$ cat config.mk
export PLATFORM = sky130hd
export DESIGN_NAME = timer_seq_flat
export DESIGN_NICKNAME = d
export VERILOG_FILES = /design/src/rtl/timer_seq_if.sv /design/src/rtl/timer_seq.sv /design/src/flat_wrapper.sv
export SDC_FILE = /design/constraint.sdc
export NUM_CORES = 1
export LEC_CHECK = 0
export BUFFER_PORTS_ARGS = -buffer_cell sky130_fd_sc_hd__buf_4
export CAP_MARGIN = 40
export CORE_MARGIN = 2
export CORE_UTILIZATION = 57
export DETAILED_ROUTE_END_ITERATION = 12
export PLACE_DENSITY = 0.84
export SETUP_SLACK_MARGIN = 0.02
export SLEW_MARGIN = 25
export SYNTH_ARGS = -nofsm -noshare
export SYNTH_HDL_FRONTEND = slang
export SYNTH_SLANG_ARGS = --single-unit
$ cat constraint.sdc
create_clock -name MasterClock -period 3.54 [get_ports MasterClock]
set_input_delay 0.531 -clock MasterClock [delete_from_list [all_inputs] [get_ports MasterClock]]
set_output_delay 0.531 -clock MasterClock [all_outputs]
set_load 0.01 [all_outputs]
$ cat src/rtl/timer_seq_if.sv
// Bus bundle between the CPU/counter-chain side (master) and the timer_seq controller (slave).
// The GATE signal exists only when TIMER_SEQ_GATE_EN is defined.
interface timer_seq_if #(
    parameter int WIDTH = 16
);
    logic             WR;
    logic [1:0]       ADDR;
    logic [WIDTH-1:0] DIN;
    logic             CO;
    logic             LDL;
    logic             CLR;
    logic             CI;
    logic [WIDTH-1:0] LDVAL;
    logic             IRQ;
    logic             OVR;
    logic             BUSY;
`ifdef TIMER_SEQ_GATE_EN
    logic             GATE;

    modport master (
        output WR, ADDR, DIN, CO, GATE,
        input  LDL, CLR, CI, LDVAL, IRQ, OVR, BUSY
    );

    modport slave (
        input  WR, ADDR, DIN, CO, GATE,
        output LDL, CLR, CI, LDVAL, IRQ, OVR, BUSY
    );
`else
    modport master (
        output WR, ADDR, DIN, CO,
        input  LDL, CLR, CI, LDVAL, IRQ, OVR, BUSY
    );

    modport slave (
        input  WR, ADDR, DIN, CO,
        output LDL, CLR, CI, LDVAL, IRQ, OVR, BUSY
    );
`endif
endinterface

$ cat src/rtl/timer_seq.sv
// Programmable interval timer sequencing an external load/clear up-counter chain.
// Optional feature: define TIMER_SEQ_GATE_EN to add the GATE input (sampled each edge, pauses RUN counting).
module timer_seq #(
    parameter int WIDTH = 16,
    parameter int PSW   = 8
) (
    input  logic        MasterClock,
    input  logic        RESETL,
    timer_seq_if.slave  bus
);

    typedef enum logic [1:0] {
        S_IDLE = 2'd0,
        S_LOAD = 2'd1,
        S_RUN  = 2'd2
    } state_t;

    state_t           r_state;
    logic [WIDTH-1:0] r_reload;
    logic [PSW-1:0]   r_prescale;
    logic             r_periodic;
    logic [PSW-1:0]   r_pcnt;
    logic             r_ci;
    logic             r_clr;
    logic             r_load;
    logic             r_busy;
    logic             r_irq;
    logic             r_ovr;

    state_t           w_next_state;
    logic [PSW-1:0]   w_pcnt_next;
    logic             w_ci_next;
    logic             w_ctrl_wr;
    logic             w_start;
    logic             w_stop;
    logic             w_clear;
    logic             w_ack;
    logic             w_tick;
    logic             w_gate_in;
    logic             w_gate_cur;

`ifdef TIMER_SEQ_GATE_EN
    logic             r_gate;

    always_ff @(posedge MasterClock or negedge RESETL) begin
        if (!RESETL) begin
            r_gate <= 1'b1;
        end else begin
            r_gate <= bus.GATE;
        end
    end

    assign w_gate_in  = bus.GATE;
    assign w_gate_cur = r_gate;
`else
    assign w_gate_in  = 1'b1;
    assign w_gate_cur = 1'b1;
`endif

    assign w_ctrl_wr = bus.WR && (bus.ADDR == 2'd1);
    assign w_start   = w_ctrl_wr && bus.DIN[0];
    assign w_stop    = w_ctrl_wr && bus.DIN[2];
    assign w_clear   = w_ctrl_wr && bus.DIN[3];
    assign w_ack     = w_ctrl_wr && bus.DIN[4];

    assign w_tick = (r_state == S_RUN) && r_ci && bus.CO;

    always_ff @(posedge MasterClock or negedge RESETL) begin
        if (!RESETL) begin
            r_reload   <= '0;
            r_prescale <= '0;
            r_periodic <= 1'b0;
        end else if (bus.WR) begin
            unique case (bus.ADDR)
                2'd0:    r_reload   <= bus.DIN;
                2'd1:    r_periodic <= bus.DIN[1];
                2'd2:    r_prescale <= bus.DIN[PSW-1:0];
                default: ;
            endcase
        end
    end

    // CI is a registered output, so the prescale compare is evaluated one cycle
    // ahead against the PCNT value the next cycle will hold.
    always_comb begin
        w_next_state = r_state;
        w_pcnt_next  = r_pcnt;
        unique case (r_state)
            S_IDLE: ;
            S_LOAD: begin
                w_next_state = S_RUN;
                w_pcnt_next  = '0;
            end
            S_RUN: begin
                if (r_ci) begin
                    w_pcnt_next = '0;
                end else if (w_gate_cur) begin
                    w_pcnt_next = r_pcnt + PSW'(1);
                end
                if (w_tick && !r_periodic) begin
                    w_next_state = S_IDLE;
                end
            end
            default: w_next_state = S_IDLE;
        endcase
        if (w_clear || w_stop) begin
            w_next_state = S_IDLE;
        end else if (w_start) begin
            w_next_state = S_LOAD;
        end
        w_ci_next = (w_next_state == S_RUN) && (w_pcnt_next == r_prescale) && w_gate_in;
    end

    always_ff @(posedge MasterClock or negedge RESETL) begin
        if (!RESETL) begin
            r_state <= S_IDLE;
            r_pcnt  <= '0;
            r_ci    <= 1'b0;
            r_clr   <= 1'b0;
            r_load  <= 1'b0;
            r_busy  <= 1'b0;
            r_irq   <= 1'b0;
            r_ovr   <= 1'b0;
        end else begin
            r_state <= w_next_state;
            r_pcnt  <= w_pcnt_next;
            r_ci    <= w_ci_next;
            r_clr   <= w_clear;
            r_load  <= (w_next_state == S_LOAD);
            r_busy  <= (w_next_state != S_IDLE);
            r_irq   <= w_tick || (r_irq && !w_ack);
            r_ovr   <= !w_ack && (r_ovr || (w_tick && r_irq));
        end
    end

    // The terminal-tick reload must reach the chain in the same cycle, hence the combinational OR.
    assign bus.LDL   = !(r_load || w_tick);
    assign bus.CLR   = r_clr;
    assign bus.CI    = r_ci;
    assign bus.LDVAL = r_reload;
    assign bus.IRQ   = r_irq;
    assign bus.OVR   = r_ovr;
    assign bus.BUSY  = r_busy;

endmodule

$ cat src/flat_wrapper.sv
// flat-port wrapper written by rule: the top's interface ports become plain ports
module timer_seq_flat 
#(
    parameter int WIDTH = 16,
    parameter int PSW   = 8
)
  (MasterClock, RESETL, bus_WR, bus_ADDR, bus_DIN, bus_CO, bus_LDL, bus_CLR, bus_CI, bus_LDVAL, bus_IRQ, bus_OVR, bus_BUSY);
  timer_seq_if #(.WIDTH(WIDTH)) bus_i ();
  input  logic MasterClock;
  input  logic RESETL;
  input wire logic [$bits(bus_i.WR)-1:0] bus_WR;
  input wire logic [$bits(bus_i.ADDR)-1:0] bus_ADDR;
  input wire logic [$bits(bus_i.DIN)-1:0] bus_DIN;
  input wire logic [$bits(bus_i.CO)-1:0] bus_CO;
  output wire logic [$bits(bus_i.LDL)-1:0] bus_LDL;
  output wire logic [$bits(bus_i.CLR)-1:0] bus_CLR;
  output wire logic [$bits(bus_i.CI)-1:0] bus_CI;
  output wire logic [$bits(bus_i.LDVAL)-1:0] bus_LDVAL;
  output wire logic [$bits(bus_i.IRQ)-1:0] bus_IRQ;
  output wire logic [$bits(bus_i.OVR)-1:0] bus_OVR;
  output wire logic [$bits(bus_i.BUSY)-1:0] bus_BUSY;
  assign bus_i.WR = bus_WR;
  assign bus_i.ADDR = bus_ADDR;
  assign bus_i.DIN = bus_DIN;
  assign bus_i.CO = bus_CO;
  assign bus_LDL = bus_i.LDL;
  assign bus_CLR = bus_i.CLR;
  assign bus_CI = bus_i.CI;
  assign bus_LDVAL = bus_i.LDVAL;
  assign bus_IRQ = bus_i.IRQ;
  assign bus_OVR = bus_i.OVR;
  assign bus_BUSY = bus_i.BUSY;
  timer_seq #(.WIDTH(WIDTH), .PSW(PSW)) u_core (.MasterClock(MasterClock), .RESETL(RESETL), .bus(bus_i));
endmodule
* Word-level counts from Yosys, hierarchy flattened
Index checks and enable logic that the tools add are counted.
Operators by class: reduce and logical (&&, ||, !) cells 25, add/subtract/negate cells 1, eq/ne operators 7, multiplexer cells 6
Operators with widths (number):
- case mux 8 bit (2 select lines) | 1
- logical AND 1 bit | 12
- adder 8 x 1 -> 8 bit, second input constant | 1
- equality test 8 bit | 1
- 2-to-1 mux 8 bit | 1
- equality test 2 x 1 -> 1 bit, second input constant | 3
- equality test 2 bit, second input constant | 3
- 2-to-1 mux 2 bit | 3
- case mux 2 bit (3 select lines) | 1
- AND reduction 2 bit | 3
- logical NOT 2 bit | 2
- logical OR 1 bit | 4
- logical NOT 1 bit | 3
- nonzero test 2 bit | 1
Word-level totals: logic and storage cells 50, output and inout bits 22, bits in registers 41

* Depth between registers and ports, before layout
word-level depth 10, gate-level depth with buffers 8, mapped depth without buffers 7

* Worst setup path before layout
Ideal clock, no wire load.
kind register -> register, start point register u_core.r_state[0], end point register u_core.r_ci, in the netlist u_core.bus.CI, arrival 2.249 ns, period minus slack after synthesis 2.344 ns, buffers on the path 1, setup slack 1.196 ns, stages on the path, launching flop included 9, cells stage by stage dfrtp_1 > inv_1 > ha_1 > buf_2 > nand3b_1 > or4_4 > and3_4 > or4_4 > nor4_2
On the way: word-level cells in the longest chain between the ends 10, elaborated cells between the ends (all ways) 14, classes of those cells eq/ne (4); mux (5); reduce/logical (5)
Ends and longest elaborated chain:
- from (decl) | line timer_seq.sv:18 | state_t r_state;
- from (signal assigned) | line timer_seq.sv:125 | r_state <= w_next_state;
- equality test 2 bit | line timer_seq.sv:66, timer_seq.sv:88
- logical AND 1 bit (2 in series) | line timer_seq.sv:66 | assign w_tick = (r_state == S_RUN) && r_ci && bus.CO;
- logical AND 1 bit | line timer_seq.sv:100 | if (w_tick && !r_periodic) begin
- 2-to-1 mux 2 bit | line timer_seq.sv:100
- case mux 2 bit (3 select lines) | line timer_seq.sv:88 | unique case (r_state)
- 2-to-1 mux 2 bit | line timer_seq.sv:108 | end else if (w_start) begin
- 2-to-1 mux 2 bit | line timer_seq.sv:106 | if (w_clear || w_stop) begin
- equality test 2 bit | line timer_seq.sv:111 | w_ci_next = (w_next_state == S_RUN) && (w_pcnt_next == r_prescale) && w_gate_in;
- logical AND 1 bit (*) | line timer_seq.sv:111
- net u_core.w_ci_next | line timer_seq.sv:32 | logic w_ci_next;
- to (signal assigned) | line timer_seq.sv:127 | r_ci <= w_ci_next;
- to (decl) | line timer_seq.sv:23 | logic r_ci;
The timed path passes the listed nets; every way through them passes the cells marked *. A chain may end at the register's enable or synchronous reset.

* Final worst setup path
Same ends and word-level chain as after synthesis.

==> results by group <==
Setup path
  • CP required: about 3.8 ns
  • Buffers & Inverters on Critical Path: 1
  • CP Launch Type: register
  • CP Class: register to register
  • Worst Path Arrival: 2.97 ns
  • Most used cell, CP: or4_4
  • CP max FO: 11
  • Family with the most delay on the worst path: simple AND/OR/NAND/NOR gates
  • Worst-path cell chain: inv_1 > ha_1 > nand3b_1 > or4_4 > and3_4 > or4_4 > nor4_2
  • Crit end category: register
  • Critical path's largest stage delay: roughly 0.5 ns
  • Critical Path Slowest Stage Cell: or4_4

Pwr
  • Largest vdd supply drop: 0.303 mV
  • PD cells: between 500 and 600 nW/µm²
  • Final Power: 1.24 mW
  • Static Leak: roughly 1.1 nW

Place
  • IO Port Bufs: 43
  • Final HPWL DP: 3.19 mm
  • Placer Congestion: around 0.81

Yosys
  • Cell Area, Synth: 1930 µm²
  • Dominant cell type by area after synthesis: dfrtp_1
  • Yosys cell types: 44
  • Syn Nets: 190
  • Ranking of synthesized cells by area: dfrtp_1, mux2_2, mux2_1
  • FF+latch count, synth: just over 40
  • Asr flop ratio synth: 1.00
  • Post-synth EDFFs: 0
  • Mean Syn Cell Area: between 10 and 15 µm²
  • Top cell type's share of synthesized area: 0.531
  • Sequential area share after synthesis: 0.531
  • Warnings, synthesis: 0
  • Primary FF master, synth: dfrtp_1
  • Mapped Cells: roughly 160

Timing
  • Skew final: between 0.01 and 0.015 ns
  • RSZ-0062 raised after global routing: no
  • Final Slew Violations: 0
  • Final TNS setup: 0 ns
  • Final min period: approximately 2.7 ns
  • Hold Violations, Final: 0
  • Fin crit share: 0.767
  • Worst-Margin Slew: 0.761 ns
  • Fmax: about 370 MHz
  • Setup-failing EPs final: 0
  • Worst slew margin: 0.492

Drt
  • DRT Pass-1 Iters: 4
  • Drt via density: about 5.8
  • DRC viols: 0
  • Vias: between 1,000 and 1,500
  • Wire length per cell: roughly 16 µm
  • DRT iter0 DRCs: 98
  • Final wirelength: 4.22 mm
  • DRT antenna net count: 0

CTS
  • Sink Count: 41
  • Hold_buf cts: 0
  • Max Buffers Root-to-Sink: 2
  • Root Driver: clkbuf_4
  • Worst-path clk slew: approximately 0.13 ns
  • CTS tree: done
  • H-Tree Depth: 2
  • Post-CTS Resized: 0
  • Clock Latency Late Sink: 0.35 ns
  • Number of post-CTS setup repair buffers: 0
  • CTS buffer count: 5

Floorplan
  • Core region area: roughly 3300 µm²
  • Die Span Y: about 62 µm
  • Initial Util: 0.588
  • IO Pins: 44
  • Row cnt: 21
  • DIE WIDTH: approximately 62 µm
  • Die Area: a little under 4000 µm²

Global route
  • Total GRT Usage: 0.245
  • First-pass GRT wire length: approximately 7.5 mm
  • Vias in the first global route: 1,581
  • Global route total overflow: 0
  • Largest net degree at the start of global routing: 42
  • Initial antenna violation count: 0

Worst hold path
  • HP Class: primary input to asynchronous set/reset pin

Cells and area
  • Nets: ~240
  • Layout cells sized above 1: 0.336
  • Layout area overhead: 23.7%
  • Fin util: 0.727
  • Fillers: between 200 and 250
  • # diodes: 0

Outcome
  • Outcome: completed

Run
  • Number of max-cap violations: 0
==> per-stage QoR <==
step           area (µm²)  worst slack, ns  hold WS [ns]  std cells
6_report             2390            0.826         0.132        257
4_1_cts              2390            0.839         0.143        257
5_1_grt              2390            0.649         0.168        257
3_3_place_gp         2300             1.02         0.468        249
2_1_floorplan        1930             1.20         0.235        164
3_5_place_dp         2300            0.874         0.478        249
==> report_power, final <==
| group | switching, mW | internal (mW) | leakage (nW) | total, mW |
|---|---|---|---|---|
| logic | 0.165 | 0.161 | 0.551 | 0.326 |
| clock network | 0.150 | 0.169 | 0.0455 | 0.319 |
| registers | 0.0512 | 0.542 | 0.517 | 0.593 |
==> cells by family after synthesis <==
group                    after synthesis  synth area share
buffers and inverters                  9            0.0194
AO/OA/AOI/OAI                         25            0.0907
flip-flops                            41             0.531
multiplexers                          23             0.134
XOR/XNOR                               1           0.00454
AND/OR/NAND/NOR                       61             0.194
adder cells (fa/ha/maj)                4            0.0259
==> placed cells by master (no fill, tap or decap), types with 2 or more instances in the layout <==
master	n
a21oi_1	5
a22oi_1	2
buf_4	43
clkbuf_4	5
dfrtp_1	41
ha_1	4
inv_1	5
mux2_1	10
mux2_2	13
nand2_1	12
nand3_1	6
nand3b_1	4
nand4_1	4
nor2_1	7
nor2b_1	3
nor3b_1	2
nor4bb_1	2
o21a_1	2
o21ai_0	5
o221ai_1	2
or2_1	3
or3_1	4
or4_4	2
==> metal layers <==
layer / global-route usage / up-vias / wire length [µm]
met2: 0.412 / 58 / 2110
met3: 0.0580 / 7 / 280
met5: 0 / - / 0
met1: 0.319 / 731 / 1780
met4: 0.0778 / 0 / 40
li1: - / 695 / -
==> synth_stat cells, types with 4 or more instances <==
cell,count
o21ai_0,5
or3_1,4
nand3_1,6
a21oi_1,5
nand2_1,12
dfrtp_1,41
inv_1,5
nand4_1,4
nor2_1,7
nand3b_1,4
ha_1,4
mux2_2,13
mux2_1,10
==> cell type report <==
cell class / instances / area (µm²) / area share
flip-flops and latches: 41 / 1030 / 0.430
clock inverters: 1 / 30.0 / 0.0126
well taps: 46 / 57.6 / 0.0241
clock buffers: 7 / 55.1 / 0.0230
inverters: 5 / 18.8 / 0.00786
multi-input cells: 114 / 878 / 0.368
repair buffers: 43 / 323 / 0.135
==> flip-flops by register name, indices dropped and copies added, names as in the netlist <==
signal             flops
u_core.bus.BUSY        1
u_core.bus.CI          1
u_core.bus.CLR         1
u_core.bus.IRQ         1
u_core.bus.LDVAL      16
u_core.bus.OVR         1
u_core.r_load          1
u_core.r_pcnt          8
u_core.r_periodic      1
u_core.r_prescale      8
u_core.r_state         2
==> final timing paths <==
| kind | startpoint | endpoint | slack [ns] | cells past startpoint |
|---|---|---|---|---|
| max | u_core.r_state[0]$_DFF_PN0_ | u_core.bus.CI$_DFF_PN0_ | 0.83 | 7 |
| min | RESETL | u_core.r_pcnt[2]$_DFF_PN0_ | 0.13 | 1 |
| max reg2reg | u_core.r_state[0]$_DFF_PN0_ | u_core.bus.CI$_DFF_PN0_ | 0.83 | 7 |
| min reg2reg | u_core.bus.LDVAL[13]$_DFFE_PN0P_ | u_core.bus.LDVAL[13]$_DFFE_PN0P_ | 0.50 | 1 |
| max in group asynchronous | RESETL | u_core.r_pcnt[4]$_DFF_PN0_ | 3.04 | 1 |
| min in group MasterClock | bus_DIN[4] | u_core.bus.OVR$_DFF_PN0_ | 0.38 | 2 |
No activity file was read; power rests on OpenSTA's default activity.
